File: src/rtl/multdiv_pkg.sv
// Shared definitions for the iterative multiplier/divider: the sequencing
// state encoding, the operation encoding, and the default iteration sizing.
// Used by the control FSM, the datapath and the bench.
package multdiv_pkg;

  localparam int unsigned CNT_W_DEF  = 6;
  localparam int unsigned N_ITER_DEF = 32;

  localparam logic OP_MULT = 1'b0;
  localparam logic OP_DIV  = 1'b1;

  typedef enum logic [2:0] {
    ST_IDLE,
    ST_LOAD,
    ST_RUN,
    ST_POST,
    ST_DONE
  } state_e;

endpackage

File: src/rtl/multdiv_ctrl_if.sv
// Handshake bundle between the multdiv sequencer and its neighbours
// (start requests, datapath flags, iteration counter, datapath strobes).
//   slave  : the sequencer (multdiv_ctrl)
//   master : the surrounding multdiv top / datapath / counter side
// Parameter CNT_W sets the width of the counter value.
interface multdiv_ctrl_if #(
  parameter int unsigned CNT_W = 6
) ();

  logic             ctrl_MULT;
  logic             ctrl_DIV;
  logic             divisor_zero;
  logic             ovf_in;
  logic [CNT_W-1:0] count;
  logic             cnt_clr;
  logic             load;
  logic             step_en;
  logic             post_en;
  logic             op_div;
  logic             busy;
  logic             result_rdy;
  logic             data_exception;

  modport slave (
    input  ctrl_MULT, ctrl_DIV, divisor_zero, ovf_in, count,
    output cnt_clr, load, step_en, post_en, op_div, busy,
           result_rdy, data_exception
  );

  modport master (
    output ctrl_MULT, ctrl_DIV, divisor_zero, ovf_in, count,
    input  cnt_clr, load, step_en, post_en, op_div, busy,
           result_rdy, data_exception
  );

endinterface

File: src/rtl/multdiv_ctrl.sv
// Sequencing FSM for the iterative multiplier/divider.
// Consumes the iteration count, drives the counter clear, and issues
// load/step/post strobes; reports result_rdy and data_exception.
// Ports:
//   clock  : single clock, rising edge
//   clr_n  : asynchronous active-low reset
//   bus    : multdiv_ctrl_if.slave (starts, datapath flags, count in;
//            cnt_clr, load, step_en, post_en, op_div, busy,
//            result_rdy, data_exception out)
// Build option: MULTDIV_RESTART_EN lets a start while busy abort the
// running operation and reload; without it such starts are dropped.
module multdiv_ctrl
  import multdiv_pkg::*;
#(
  parameter int unsigned CNT_W  = CNT_W_DEF,
  parameter int unsigned N_ITER = N_ITER_DEF
) (
  input  logic           clock,
  input  logic           clr_n,
  multdiv_ctrl_if.slave  bus
);

  localparam logic [CNT_W-1:0] LAST_CNT = CNT_W'(N_ITER - 1);

  state_e state_q, state_d;
  logic   exc_q, exc_d;
  logic   opdiv_q, opdiv_d;

  logic   cnt_clr_q, load_q, step_q, post_q, busy_q, rdy_q, dexc_q;

  logic   start_one, start_both, restart_en;

  assign start_one  = bus.ctrl_MULT ^ bus.ctrl_DIV;
  assign start_both = bus.ctrl_MULT & bus.ctrl_DIV;

`ifdef MULTDIV_RESTART_EN
  assign restart_en = (state_q == ST_LOAD) || (state_q == ST_RUN) ||
                      (state_q == ST_POST);
`else
  assign restart_en = 1'b0;
`endif

  always_comb begin
    state_d = state_q;
    exc_d   = exc_q;
    opdiv_d = opdiv_q;
    // Abort while busy takes priority over the normal per-state sequencing.
    if (restart_en && start_both) begin
      state_d = ST_DONE;
      exc_d   = 1'b1;
    end else if (restart_en && start_one) begin
      state_d = ST_LOAD;
      opdiv_d = bus.ctrl_DIV;
      exc_d   = 1'b0;
    end else begin
      unique case (state_q)
        ST_IDLE: begin
          if (start_both) begin
            state_d = ST_DONE;
            exc_d   = 1'b1;
          end else if (start_one) begin
            state_d = ST_LOAD;
            opdiv_d = bus.ctrl_DIV;
          end
        end
        ST_LOAD: begin
          if ((opdiv_q == OP_DIV) && bus.divisor_zero) begin
            state_d = ST_DONE;
            exc_d   = 1'b1;
          end else begin
            state_d = ST_RUN;
          end
        end
        ST_RUN: begin
          // >= so a counter that overshoots still terminates the run.
          if (bus.count >= LAST_CNT) state_d = ST_POST;
        end
        ST_POST: begin
          exc_d   = bus.ovf_in;
          state_d = ST_DONE;
        end
        ST_DONE: begin
          exc_d = 1'b0;
          if (start_one) begin
            state_d = ST_LOAD;
            opdiv_d = bus.ctrl_DIV;
          end else begin
            state_d = ST_IDLE;
          end
        end
        default: begin
          state_d = ST_IDLE;
          exc_d   = 1'b0;
        end
      endcase
    end
  end

  // Outputs are decoded from the next state and registered, so they are
  // aligned with state_q in every cycle.
  always_ff @(posedge clock or negedge clr_n) begin
    if (!clr_n) begin
      state_q   <= ST_IDLE;
      exc_q     <= 1'b0;
      opdiv_q   <= OP_MULT;
      cnt_clr_q <= 1'b1;
      load_q    <= 1'b0;
      step_q    <= 1'b0;
      post_q    <= 1'b0;
      busy_q    <= 1'b0;
      rdy_q     <= 1'b0;
      dexc_q    <= 1'b0;
    end else begin
      state_q   <= state_d;
      exc_q     <= exc_d;
      opdiv_q   <= opdiv_d;
      cnt_clr_q <= (state_d != ST_RUN);
      load_q    <= (state_d == ST_LOAD);
      step_q    <= (state_d == ST_RUN);
      post_q    <= (state_d == ST_POST);
      busy_q    <= (state_d == ST_LOAD) || (state_d == ST_RUN) ||
                   (state_d == ST_POST);
      rdy_q     <= (state_d == ST_DONE);
      dexc_q    <= (state_d == ST_DONE) && exc_d;
    end
  end

  assign bus.cnt_clr        = cnt_clr_q;
  assign bus.load           = load_q;
  assign bus.step_en        = step_q;
  assign bus.post_en        = post_q;
  assign bus.op_div         = opdiv_q;
  assign bus.busy           = busy_q;
  assign bus.result_rdy     = rdy_q;
  assign bus.data_exception = dexc_q;

endmodule

File: src/flat_wrapper.sv
// flat-port wrapper written by rule: the top's interface ports become plain ports
module multdiv_ctrl_flat import multdiv_pkg::*;
#(
  parameter int unsigned CNT_W  = CNT_W_DEF,
  parameter int unsigned N_ITER = N_ITER_DEF
)
  (clock, clr_n, bus_ctrl_MULT, bus_ctrl_DIV, bus_divisor_zero, bus_ovf_in, bus_count, bus_cnt_clr, bus_load, bus_step_en, bus_post_en, bus_op_div, bus_busy, bus_result_rdy, bus_data_exception);
  multdiv_ctrl_if #(.CNT_W(CNT_W)) bus_i ();
  input  logic clock;
  input  logic clr_n;
  input wire logic [$bits(bus_i.ctrl_MULT)-1:0] bus_ctrl_MULT;
  input wire logic [$bits(bus_i.ctrl_DIV)-1:0] bus_ctrl_DIV;
  input wire logic [$bits(bus_i.divisor_zero)-1:0] bus_divisor_zero;
  input wire logic [$bits(bus_i.ovf_in)-1:0] bus_ovf_in;
  input wire logic [$bits(bus_i.count)-1:0] bus_count;
  output wire logic [$bits(bus_i.cnt_clr)-1:0] bus_cnt_clr;
  output wire logic [$bits(bus_i.load)-1:0] bus_load;
  output wire logic [$bits(bus_i.step_en)-1:0] bus_step_en;
  output wire logic [$bits(bus_i.post_en)-1:0] bus_post_en;
  output wire logic [$bits(bus_i.op_div)-1:0] bus_op_div;
  output wire logic [$bits(bus_i.busy)-1:0] bus_busy;
  output wire logic [$bits(bus_i.result_rdy)-1:0] bus_result_rdy;
  output wire logic [$bits(bus_i.data_exception)-1:0] bus_data_exception;
  assign bus_i.ctrl_MULT = bus_ctrl_MULT;
  assign bus_i.ctrl_DIV = bus_ctrl_DIV;
  assign bus_i.divisor_zero = bus_divisor_zero;
  assign bus_i.ovf_in = bus_ovf_in;
  assign bus_i.count = bus_count;
  assign bus_cnt_clr = bus_i.cnt_clr;
  assign bus_load = bus_i.load;
  assign bus_step_en = bus_i.step_en;
  assign bus_post_en = bus_i.post_en;
  assign bus_op_div = bus_i.op_div;
  assign bus_busy = bus_i.busy;
  assign bus_result_rdy = bus_i.result_rdy;
  assign bus_data_exception = bus_i.data_exception;
  multdiv_ctrl #(.CNT_W(CNT_W), .N_ITER(N_ITER)) u_core (.clock(clock), .clr_n(clr_n), .bus(bus_i));
endmodule
File: config.mk
export PLATFORM = sky130hd
export DESIGN_NAME = multdiv_ctrl_flat
export DESIGN_NICKNAME = d
export VERILOG_FILES = /design/src/rtl/multdiv_pkg.sv /design/src/rtl/multdiv_ctrl_if.sv /design/src/rtl/multdiv_ctrl.sv /design/src/flat_wrapper.sv
export SDC_FILE = /design/constraint.sdc
export NUM_CORES = 1
export LEC_CHECK = 0
export BUFFER_PORTS_ARGS = -buffer_cell sky130_fd_sc_hd__buf_2
export CELL_PAD_IN_SITES_DETAIL_PLACEMENT = 0
export CELL_PAD_IN_SITES_GLOBAL_PLACEMENT = 1
export CORE_MARGIN = 3
export CORE_UTILIZATION = 30
export CTS_CLUSTER_DIAMETER = 60
export DETAILED_ROUTE_END_ITERATION = 7
export GPL_TIMING_DRIVEN = 0
export HOLD_SLACK_MARGIN = 0.08
export PLACE_DENSITY_LB_ADDON = 0.1
export SYNTH_ARGS = -nofsm -noshare
export SYNTH_HDL_FRONTEND = slang
export SYNTH_SLANG_ARGS = --single-unit
File: constraint.sdc
create_clock -name clock -period 1.6 [get_ports clock]
set_input_delay 0 -clock clock [delete_from_list [all_inputs] [get_ports clock]]
set_output_delay 0 -clock clock [all_outputs]
set_load 0.01 [all_outputs]
# After elaboration in Yosys (flattened, before gate mapping)
# Cells that the tools add are included.
[word_totals] ff_bits=12 latch_bits=0 mem_bits_rw=0 romBits=0 inputBits=12 out_inout_bits=8 word_cells=42 mem_count=0
[classes] n_addsub=0 mul=0 div=0 order_cmp=1 eq_ne=10 shifts=0 n_mux=12 n_bitwise=2 reduce_logical=7
[ops] operator="$pmux W3 S5" count=1
[ops] operator="$eq A3 B2 Y1 const B" count=4
[ops] operator="$mux W3" count=4
[ops] operator="$eq A3 B1 Y1 const B" count=2
[ops] operator="$eq A3 B3 Y1 const B" count=2
[ops] operator="$ge A6 B5 Y1 const B" count=1
[ops] operator="$mux W1" count=5
[ops] operator="$pmux W1 S4" count=1
[ops] operator="$logic_not A3 Y1" count=1
[ops] operator="$ne A3 B2 Y1 const B" count=1
[ops] operator="$logic_and A1 B1 Y1" count=2
[ops] operator="$logic_or A1 B1 Y1" count=2
[ops] operator="$ne A2 B2 Y1 const B" count=1
[ops] operator="$pmux W1 S2" count=1
[ops] operator="$reduce_and A2 Y1" count=1
[ops] operator="$reduce_bool A2 Y1" count=1
[ops] operator="$and A1 B1 Y1" count=1
[ops] operator="$xor A1 B1 Y1" count=1

# Longest topological paths before layout
# Gate-level depths: netlist of the first run.
[depth] depth_word=7 ltp_mapped=4 mapped_depth_nobuf=4

# Worst setup path before layout of the first run
# Ideal clock, no wire load.
[synth_path] kind="reg2reg" startpoint="register u_core.state_q[0]" endpoint="register u_core.opdiv_q, in the netlist u_core.bus.op_div" setup_ps=125 arrival_time_ps=999 required_time_ps=1475 slack_ps=476 stages_incl_launch_ff=4 n_path_buf=0 synth_period_minus_slack_ps=1124 cell_sequence="dfrtp_1 -> nor2_2 -> nand3_2 -> mux2_4"
[synth_via] elab_chain_cells=3 word_cells_on_any_way=6 classes_between="2 x eq/ne; 1 x mux; 3 x reduce/logical"
[synth_lines] item="from (decl)" line_no="multdiv_ctrl.sv:25" rtl="state_e state_q, state_d;"
[synth_lines] item="from (signal assigned)" line_no="multdiv_ctrl.sv:114" rtl="state_q <= state_d;"
[synth_lines] item="$logic_not A3 Y1 / $eq A3 B3 Y1 (equally long branches)" line_no="multdiv_ctrl.sv:56" rtl="unique case (state_q)"
[synth_lines] item="$ne A2 B2 Y1 (no source line) / $reduce_bool A2 Y1 (equally long branches)"
[synth_lines] item="$reduce_and A2 Y1 (no source line)"
[synth_lines] item="to (signal assigned)" line_no="multdiv_ctrl.sv:116" rtl="opdiv_q <= opdiv_d;"
[synth_lines] item="to (decl)" line_no="multdiv_ctrl.sv:27" rtl="logic opdiv_q, opdiv_d;"
# Parallel ways exist; a longest one is shown, timed or not.
# A chain may end at the register's enable or synchronous reset.

# Worst setup path after layout of the first run
[layout_path] startpoint="input bus_ctrl_DIV" endpoint="register u_core.opdiv_q, in the netlist u_core.bus.op_div"
[layout_via] elab_chain_cells=4 word_cells_on_any_way=7 classes_between="1 x eq/ne; 3 x mux; 2 x bitwise; 1 x reduce/logical"
[layout_lines] item="from (decl)" line_no="flat_wrapper.sv:12" rtl="input wire logic [$bits(bus_i.ctrl_DIV)-1:0] bus_ctrl_DIV;"
[layout_lines] item="$xor A1 B1 Y1" line_no="multdiv_ctrl.sv:33" rtl="assign start_one = bus.ctrl_MULT ^ bus.ctrl_DIV;"
[layout_lines] item="$mux W1" line_no="multdiv_ctrl.sv:61, multdiv_ctrl.sv:84"
[layout_lines] item="$mux W1" line_no="multdiv_ctrl.sv:58" rtl="if (start_both) begin"
[layout_lines] item="$pmux W1 S2" line_no="multdiv_ctrl.sv:56"
# Parallel ways exist; a longest one is shown, timed or not. The select of a mux whose other input is x is not followed.

==> flow_metrics.env, run 1 <==
export IMPL_mostFrequentLayoutCells="buf_2 (19), dfrtp_1 (10), dlygate4sd3_1 (5)"
export IMPL_endpoint_kind="flip-flop"
export IMPL_crit_fanout=4
export IMPL_die_width_um=45.7
export IMPL_worst_ep_required_time_ps=1760
export IMPL_grt_max_degree=12
export IMPL_timing_rr_end="u_core.bus.op_div"
export IMPL_cts_max_level=1
export IMPL_synthCells=40
export IMPL_avgSynthCellArea_um2=11.8
export IMPL_row_count=13
export IMPL_grt_pass1_wl_mm=1.39
export IMPL_min_delay_path_depth=4
export IMPL_dr_pass1_iters=3
export IMPL_min_period_ps=1250
export IMPL_holdBufCountCts=5
export IMPL_fin_tns_setup_ps=0
export IMPL_worstHoldEndpoint="u_core.bus.step_en"
export IMPL_synth_top_cell_area_share_pct=53.1
export IMPL_start_util_pct=34.1
export IMPL_drv_slew=0
export IMPL_setup_viol=0
export IMPL_grt_pass1_vias=329
export IMPL_place_ws_ps=401
export IMPL_tightest_slew_ps=334
export IMPL_clk_latency_ps=270
export IMPL_first_iter_violations=10
export IMPL_worst_setup_path_type="in -> reg"
export IMPL_cap_violations=0
export IMPL_synthDistinctLibCells=24
export IMPL_final_common_cell="buf_2"
export IMPL_syn_num_nets=53
export IMPL_clockBufferDepth=2
export IMPL_ff2ff_setup_slack_ps=390
export IMPL_vias=390
export IMPL_fin_crit_sh_pct=78.1
export IMPL_yosysTopAreaCell="dfrtp_1"
export IMPL_worstSetupStartpointType="primary input"
export IMPL_drcViolationCount=0
export IMPL_relSlewSlack_pct=77.7
export IMPL_drive_above_1_share_pct=41.2
export IMPL_cts_root_buf="clkbuf_4"
export IMPL_finalClockSkew_ps=8.25
export IMPL_antenna_found_initial=0
export IMPL_worst_path_buf_inv=2
export IMPL_coreArea_mm2=0.00138
export IMPL_slowest_delay_ps=530
export IMPL_grt_usage_pct=10.1
export IMPL_worstPathArrival_ps=1410
export IMPL_ys_seq_area_share_pct=58.6
export IMPL_via_per_inst=4.70
export IMPL_cpLargestDelayFamily="buffers and inverters"
export IMPL_syn_area_um2=472
export IMPL_fp_dieH_um=45.7
export IMPL_ir_worst_vdd_mv=0.732
export IMPL_drtAntennaViolNets=0
export IMPL_grt_overflow_total=0
export IMPL_gp_congestion=0.706
export IMPL_yosys_top_cells_area="dfrtp_1 (53%), dfstp_2 (5.6%), nand2b_1 (4.0%)"
export IMPL_hold_path_class="in -> reg"
export IMPL_portBuffers=19
export IMPL_area_growth_syn_to_layout_pct=40.3
export IMPL_cts_buffers=3
export IMPL_r2r_start="u_core.state_q[0]"
export IMPL_p_leak_nw=0.339
export IMPL_fmax_mhz=801
export IMPL_status="finished clean"
export IMPL_clock_sinks=11
export IMPL_post_cts_setup_buffers=0
export IMPL_wl_per_cell_um=10.9
export IMPL_setup_slack_ps=351
export IMPL_worstRegToRegCells=3
export IMPL_power_density_mw_per_mm2=1650
export IMPL_hold_viol=0
export IMPL_cp_cell_sequence="dlygate4sd3_1 > buf_2 > ha_1 > nand2b_1 > nand3_2 > mux2_4"
export IMPL_synth_warnings=0
export IMPL_slowest_stage="dlygate4sd3_1"
export IMPL_rsz0062_at_grt="false"
export IMPL_antennaDiodeCount=0
export IMPL_hp_start="bus_divisor_zero"
export IMPL_clk_pin_slew_worst_paths_ps=70
export IMPL_cts_tree="built"
export IMPL_dpl_hpwl_um=700
export IMPL_die_area_mm2=0.00208
export IMPL_pin_count=20
export IMPL_cts_repair_resize_count=0
export IMPL_synth_seq_cells=11
export IMPL_nets=82
export IMPL_drt_wl_total_um=902
-- power breakdown --
part           internal, mW  switching (mW)  leakage (nW)
sequential            0.401          0.0733         0.139
clock                0.0965          0.0922        0.0150
combinational         0.204           0.228         0.184
-- through the flow --
stage | util [%] | area, um^2 | power [mW] | hold WS, ps | std cells
after CTS | 47.9 | 662 | 1.11 | 98.5 | 83
after global routing | 47.9 | 662 | 1.19 | 130 | 83
after floorplan | - | 472 | 0.757 | -296 | 40
after detailed placement | 42.4 | 586 | 0.909 | -124 | 74
final | 47.9 | 662 | 1.10 | 108 | 83
after global placement | 42.4 | 586 | 0.921 | -123 | 74
-- how the worst max path moves through the flow --
stage                            startpoint            endpoint  slack, ps  cells past startpoint
after floorplan           u_core.state_q[0]   u_core.bus.op_div        480                      3
after global placement    u_core.state_q[0]   u_core.bus.op_div        360                      3
after detailed placement  u_core.state_q[0]   u_core.bus.op_div        400                      3
after CTS                      bus_ctrl_DIV   u_core.bus.op_div        350                      6
after global routing           bus_count[0]  u_core.bus.step_en        310                      5
final                          bus_ctrl_DIV   u_core.bus.op_div        350                      6
-- cell families after synthesis --
family	after synthesis	synth area share (%)
AO/OA/AOI/OAI	10	15.1
adder cells (fa/ha/maj)	1	2.65
buffers and inverters	2	1.59
flip-flops	11	58.6
multiplexers	1	3.18
AND/OR/NAND/NOR	15	18.8
-- registers in the layout, summed over array words and instances (netlist names) --
register,cells
u_core.state_q,3
u_core.bus.busy,1
u_core.bus.cnt_clr,1
u_core.bus.data_exception,1
u_core.bus.load,1
u_core.bus.op_div,1
u_core.bus.post_en,1
u_core.bus.result_rdy,1
u_core.bus.step_en,1
-- cells in the mapped netlist --
master,number
a31oi_1,1
nand3_2,1
nand2_1,2
nor2_2,1
mux2_4,1
dfstp_2,1
inv_1,1
and3_2,1
nand2b_1,3
o2bb2ai_1,1
o21ai_1,1
and4b_1,1
a211oi_2,1
and3_1,1
o31ai_1,1
nand3_1,1
dfrtp_1,10
nor3_1,2
ha_1,1
nor2_1,2
a21boi_1,1
a21oi_1,3
clkbuf_1,1
a2bb2oi_1,1
-- routing by layer --
layer  GRT usage (%)  vias up  share of wire [%]
li1                -      201                  -
met1            12.6      173                 46
met2            13.4       14                 44
met3            5.93        2                8.6
met4            5.26        0                1.2
met5               0        -                  0
-- layout make-up --
type	instances	area [um^2]
Inverter	1	3.75
Timing Repair Buffer	24	145
Clock buffer	4	26.3
Fill cell	128	721
Buffer	1	3.75
Tap cell	15	18.8
Multi-Input combinational cell	27	188
Sequential cell	11	277
-- worst reg2reg max path, cell delays in order (launching register included) --
cell	delay, ps
dfrtp_1	450
nor2_2	210
nand3_2	140
mux2_4	310
Note: power is estimated with default switching activity, not from simulation.
==> run 2, diff against run 1 <==
--- a/config.mk
+++ b/config.mk
@@ -9,7 +9,7 @@
 export CELL_PAD_IN_SITES_DETAIL_PLACEMENT = 0
 export CELL_PAD_IN_SITES_GLOBAL_PLACEMENT = 1
 export CORE_MARGIN = 3
-export CORE_UTILIZATION = 30
+export CORE_UTILIZATION = 29
 export CTS_CLUSTER_DIAMETER = 60
 export DETAILED_ROUTE_END_ITERATION = 7
 export GPL_TIMING_DRIVEN = 0
==> constraint.sdc (replaced) <==
create_clock -name clock -period 1.1 [get_ports clock]
set_input_delay 0 -clock clock [delete_from_list [all_inputs] [get_ports clock]]
set_output_delay 0 -clock clock [all_outputs]
set_load 0.01 [all_outputs]
==> run 2 against run 1 <==
Compared with the run above: sequential share of layout area down 2.6 points; sequential cell count unchanged; first-iteration DRC count down 90%; power up 61%; largest cell class unchanged; highest routed layer unchanged.
==> flow_metrics.env, run 2 (synthesis gave the netlist of run 1 again) <==
export IMPL_drive_above_1_share_pct=50.7
export IMPL_fp_dieH_um=46.3
export IMPL_row_count=13
export IMPL_via_per_inst=4.70
export IMPL_worst_ep_required_time_ps=1250
export IMPL_ir_worst_vdd_mv=1.22
export IMPL_worstPathArrival_ps=1230
export IMPL_final_cells=86
export IMPL_clockBufferDepth=2
export IMPL_area_growth_syn_to_layout_pct=50.9
export IMPL_clock_sinks=11
export IMPL_setup_viol=0
export IMPL_grt_max_degree=12
export IMPL_pin_count=20
export IMPL_grt_pass1_vias=378
export IMPL_gp_congestion=0.709
export IMPL_top_register="u_core.state_q"
export IMPL_fmax_mhz=925
export IMPL_worstSetupStartpointType="flip-flop"
export IMPL_coreArea_mm2=0.00142
export IMPL_power_density_mw_per_mm2=2480
export IMPL_hold_path_class="in -> reg"
export IMPL_drtAntennaViolNets=0
export IMPL_largest_reg_flops=3
export IMPL_cts_max_level=1
export IMPL_cts_root_buf="clkbuf_4"
export IMPL_p_leak_nw=0.358
export IMPL_finalClockSkew_ps=3.48
export IMPL_fin_crit_sh_pct=98.3
export IMPL_cts_tree="built"
export IMPL_antenna_found_initial=0
export IMPL_grt_usage_pct=11.4
export IMPL_antennaDiodeCount=0
export IMPL_endpoint_kind="flip-flop"
export IMPL_clk_pin_slew_worst_paths_ps=70
export IMPL_crit_fanout=3
export IMPL_relSlewSlack_pct=76.4
export IMPL_rsz0062_at_grt="true"
export IMPL_drv_slew=0
export IMPL_min_period_ps=1080
export IMPL_dr_pass1_iters=2
export IMPL_die_width_um=46.3
export IMPL_whs_ps=106
export IMPL_nets=85
export IMPL_vias=404
export IMPL_tightest_slew_ps=354
export IMPL_dpl_hpwl_um=722
export IMPL_final_common_cell="buf_2"
export IMPL_cap_violations=0
export IMPL_cts_buffers=3
export IMPL_start_util_pct=33.3
export IMPL_wl_per_cell_um=11.7
export IMPL_grt_overflow_total=0
export IMPL_drcViolationCount=0
export IMPL_die_area_mm2=0.00215
export IMPL_hold_viol=0
export IMPL_drt_wl_total_mm=1.01
export IMPL_grt_pass1_wl_mm=1.68
export IMPL_dp_cells=74
export IMPL_mostFrequentLayoutCells="buf_2 (19), dfrtp_1 (8), dlygate4sd3_1 (5)"
export IMPL_portBuffers=19
export IMPL_clk_latency_ps=260
export IMPL_status="finished clean"
export IMPL_first_iter_violations=1
export IMPL_worst_setup_path_type="reg -> reg"
-- run 2: power by group --
group | internal [mW] | switching, mW
combinational | 0.392 | 0.394
sequential | 0.591 | 0.124
clock | 0.140 | 0.125
-- run 2: worst paths after layout --
path | to | cells after the start | start | slack (ps)
max reg2reg | u_core.bus.op_div | 3 | u_core.state_q[2] | 20
max in group asynchronous | u_core.bus.cnt_clr | 2 | clr_n | 720
min | u_core.bus.step_en | 4 | bus_divisor_zero | 110
min in group asynchronous | u_core.bus.post_en | 2 | clr_n | 130
max | u_core.bus.op_div | 3 | u_core.state_q[2] | 20
min reg2reg | u_core.bus.step_en | 2 | u_core.state_q[2] | 590
-- run 2: timing repair --
action,4_1_cts,5_1_grt
endpoints found under the setup margin,1,8
endpoints found under the hold margin,14,0
resized for setup,3,4
hold buffers,5,0
pin swaps,1,0
setup buffers,3,0
-- run 2: routing by layer --
metal	vias up	global-route usage (%)	part of all wire, %
li1	206	-	-
met1	183	15.6	48
met2	13	15.4	46
met3	2	5.86	6.1
met4	0	3.41	0.40
met5	-	0	0
-- run 2: layout make-up --
class,instances,area (um^2)
plain buffers,1,3.75
clock buffers,4,26.3
fillers,131,703
inverters,1,3.75
multi-input cells,27,213
flip-flops and latches,11,279
well taps,15,18.8
repair buffers,27,168
-- run 2: critical path, cell delays in order, from the launching register on --
cell and delay [ps]:
dfrtp_1 400, nand2b_1 180, nand3_4 90, mux2_4 290
-- run 2: through the flow --
stage | total power [mW] | setup WS [ps] | utilization, % | setup TNS (ps) | cell area, um^2
2_1_floorplan | 1.10 | 3.59 | - | 0 | 472
3_3_place_gp | 1.34 | -97.5 | 41.4 | -121 | 586
3_5_place_dp | 1.32 | -85.8 | 41.4 | -85.8 | 586
4_1_cts | 1.73 | 24.0 | 49.3 | 0 | 698
5_1_grt | 1.92 | -29.8 | 50.3 | -30.1 | 712
6_report | 1.77 | 19.2 | 50.3 | 0 | 712
==> run 3, diff against run 2 <==
==> constraint.sdc (replaced) <==
create_clock -name clock -period 1.1 [get_ports clock]
set_input_delay 0.055 -clock clock [delete_from_list [all_inputs] [get_ports clock]]
set_output_delay 0.055 -clock clock [all_outputs]
set_load 0.01 [all_outputs]
==> run 3 against run 2 <==
Compared with the run above: clock power hardly changed; sequential cell count stayed put; largest cell class unchanged; via count shrank 0.50%; largest power group unchanged.
==> flow_metrics.env, run 3 (synthesis gave the netlist of run 1 again) <==
export IMPL_p_leak_nw=0.354
export IMPL_worstHoldEndpoint="u_core.bus.step_en"
export IMPL_ir_worst_vdd_mv=1.21
export IMPL_rsz0062_at_grt="true"
export IMPL_drive_above_1_share_pct=51.4
export IMPL_antennaDiodeCount=0
export IMPL_fin_crit_sh_pct=98.3
export IMPL_min_period_ps=1080
export IMPL_multi_input_area_um2=213
export IMPL_timing_rr_end="u_core.bus.op_div"
export IMPL_r2r_start="u_core.state_q[2]"
export IMPL_drv_slew=0
export IMPL_setup_viol=0
export IMPL_grt_pass1_vias=375
export IMPL_fmax_mhz=925
export IMPL_worstPathArrival_ps=1230
export IMPL_worstSetupStartpointType="flip-flop"
export IMPL_wl_per_cell_um=11.8
export IMPL_portBuffers=19
export IMPL_fp_dieH_um=46.3
export IMPL_p_total_mw=1.76
export IMPL_via_per_inst=4.73
export IMPL_pin_count=20
export IMPL_dr_pass1_iters=2
export IMPL_vias=402
export IMPL_worst_path_buf_inv=0
export IMPL_drtAntennaViolNets=0
export IMPL_cpLargestDelayFamily="flip-flops"
export IMPL_area_growth_syn_to_layout_pct=48.8
export IMPL_hold_path_class="in -> reg"
export IMPL_grt_usage_pct=11.3
export IMPL_worst_setup_path_type="reg -> reg"
export IMPL_row_count=13
export IMPL_cts_tree="built"
export IMPL_final_common_cell="buf_2"
export IMPL_finalClockSkew_ps=3.52
export IMPL_drcViolationCount=0
export IMPL_nets=84
export IMPL_antenna_found_initial=0
export IMPL_ff_latch_area_um2=279
export IMPL_first_iter_violations=1
export IMPL_clock_sinks=11
export IMPL_cts_max_level=1
export IMPL_mostFrequentLayoutCells="buf_2 (19), dfrtp_1 (8), dlygate4sd3_1 (4)"
export IMPL_drt_wl_total_mm=1.01
export IMPL_dpl_hpwl_um=722
export IMPL_cp_cell_sequence="nand2b_1 > nand3_4 > mux2_4"
export IMPL_start_util_pct=33.3
export IMPL_die_width_um=46.3
export IMPL_place_ws_ps=-85.8
export IMPL_power_density_mw_per_mm2=2510
export IMPL_crit_fanout=3
export IMPL_worst_ep_required_time_ps=1250
export IMPL_coreArea_mm2=0.00142
export IMPL_relSlewSlack_pct=76.4
export IMPL_setup_slack_ps=19.2
export IMPL_status="finished clean"
export IMPL_hold_viol=0
export IMPL_grt_overflow_total=0
export IMPL_slowest_stage="dfrtp_1"
export IMPL_top_register="u_core.state_q"
export IMPL_clk_pin_slew_worst_paths_ps=70
export IMPL_cts_root_buf="clkbuf_4"
export IMPL_die_area_mm2=0.00215
export IMPL_cap_violations=0
export IMPL_min_delay_path_depth=3
export IMPL_clk_latency_ps=260
export IMPL_worstRegToRegCells=3
export IMPL_cts_buffers=3
export IMPL_tightest_slew_ps=354
export IMPL_clockBufferDepth=2
export IMPL_largest_reg_flops=3
export IMPL_slowest_delay_ps=400
export IMPL_grt_max_degree=12
export IMPL_endpoint_kind="flip-flop"
export IMPL_fill_cells=133
export IMPL_fin_util_pct=49.6
export IMPL_grt_pass1_wl_mm=1.66
export IMPL_gp_congestion=0.709
export IMPL_hp_start="bus_count[5]"
export IMPL_ff2ff_setup_slack_ps=20
run 3: cell count changes in the layout (fill, tap and decap cells not counted), sizes merged:
cell | before | now
dlygate4sd3 | 5 | 4
run 3: final cells by class:
class	count	share of cell area [%]
clock buffers	4	3.74
inverters	1	0.535
well taps	15	2.67
plain buffers	1	0.535
flip-flops and latches	11	39.8
multi-input cells	27	30.3
repair buffers	26	22.5
run 3: timing repair:
action | 4_1_cts | 5_1_grt
setup endpoints to repair | 1 | 8
resized for setup | 3 | 4
hold endpoints to repair | 13 | 0
cloned | 0 | 0
hold buffers | 4 | 0
setup buffers | 3 | 0
pin swaps | 1 | 0
run 3: routing by layer:
| metal | track usage [%] | vias up | wire, um |
|---|---|---|---|
| li1 | - | 204 | - |
| met2 | 15.4 | 13 | 460 |
| met4 | 3.41 | 0 | 4 |
| met1 | 15.4 | 183 | 478 |
| met5 | 0 | - | 0 |
| met3 | 5.86 | 2 | 62 |
run 3: worst max path at each step:
stage | depth (start not counted) | slack, ps | to | startpoint
2_1_floorplan | 3 | 4 | u_core.bus.op_div | u_core.state_q[1]
3_3_place_gp | 3 | -100 | u_core.bus.op_div | u_core.state_q[0]
3_5_place_dp | 3 | -90 | u_core.bus.op_div | u_core.state_q[0]
4_1_cts | 3 | 20 | u_core.bus.op_div | u_core.state_q[2]
5_1_grt | 3 | -30 | u_core.bus.op_div | u_core.state_q[0]
6_report | 3 | 20 | u_core.bus.op_div | u_core.state_q[2]
run 3: stage by stage:
stage	area [um^2]	cells	hold slack, ps	TNS [ps]
final	702	85	91.8	0
after global routing	702	85	85.0	-30.1
after CTS	688	85	86.6	0
after detailed placement	586	74	-68.2	-85.8
after global placement	586	74	-67.6	-121
after floorplan	472	40	-241	0
run 3: power breakdown:
| group | internal (mW) | switching (mW) |
|---|---|---|
| Sequential | 0.591 | 0.125 |
| Clock | 0.140 | 0.125 |
| Combinational | 0.389 | 0.393 |
| Total | 1.12 | 0.642 |
run 3: worst register-to-register path, cell delays in order (launching register included):
cell	delay (ps)
dfrtp_1	400
nand2b_1	180
nand3_4	90
mux2_4	290
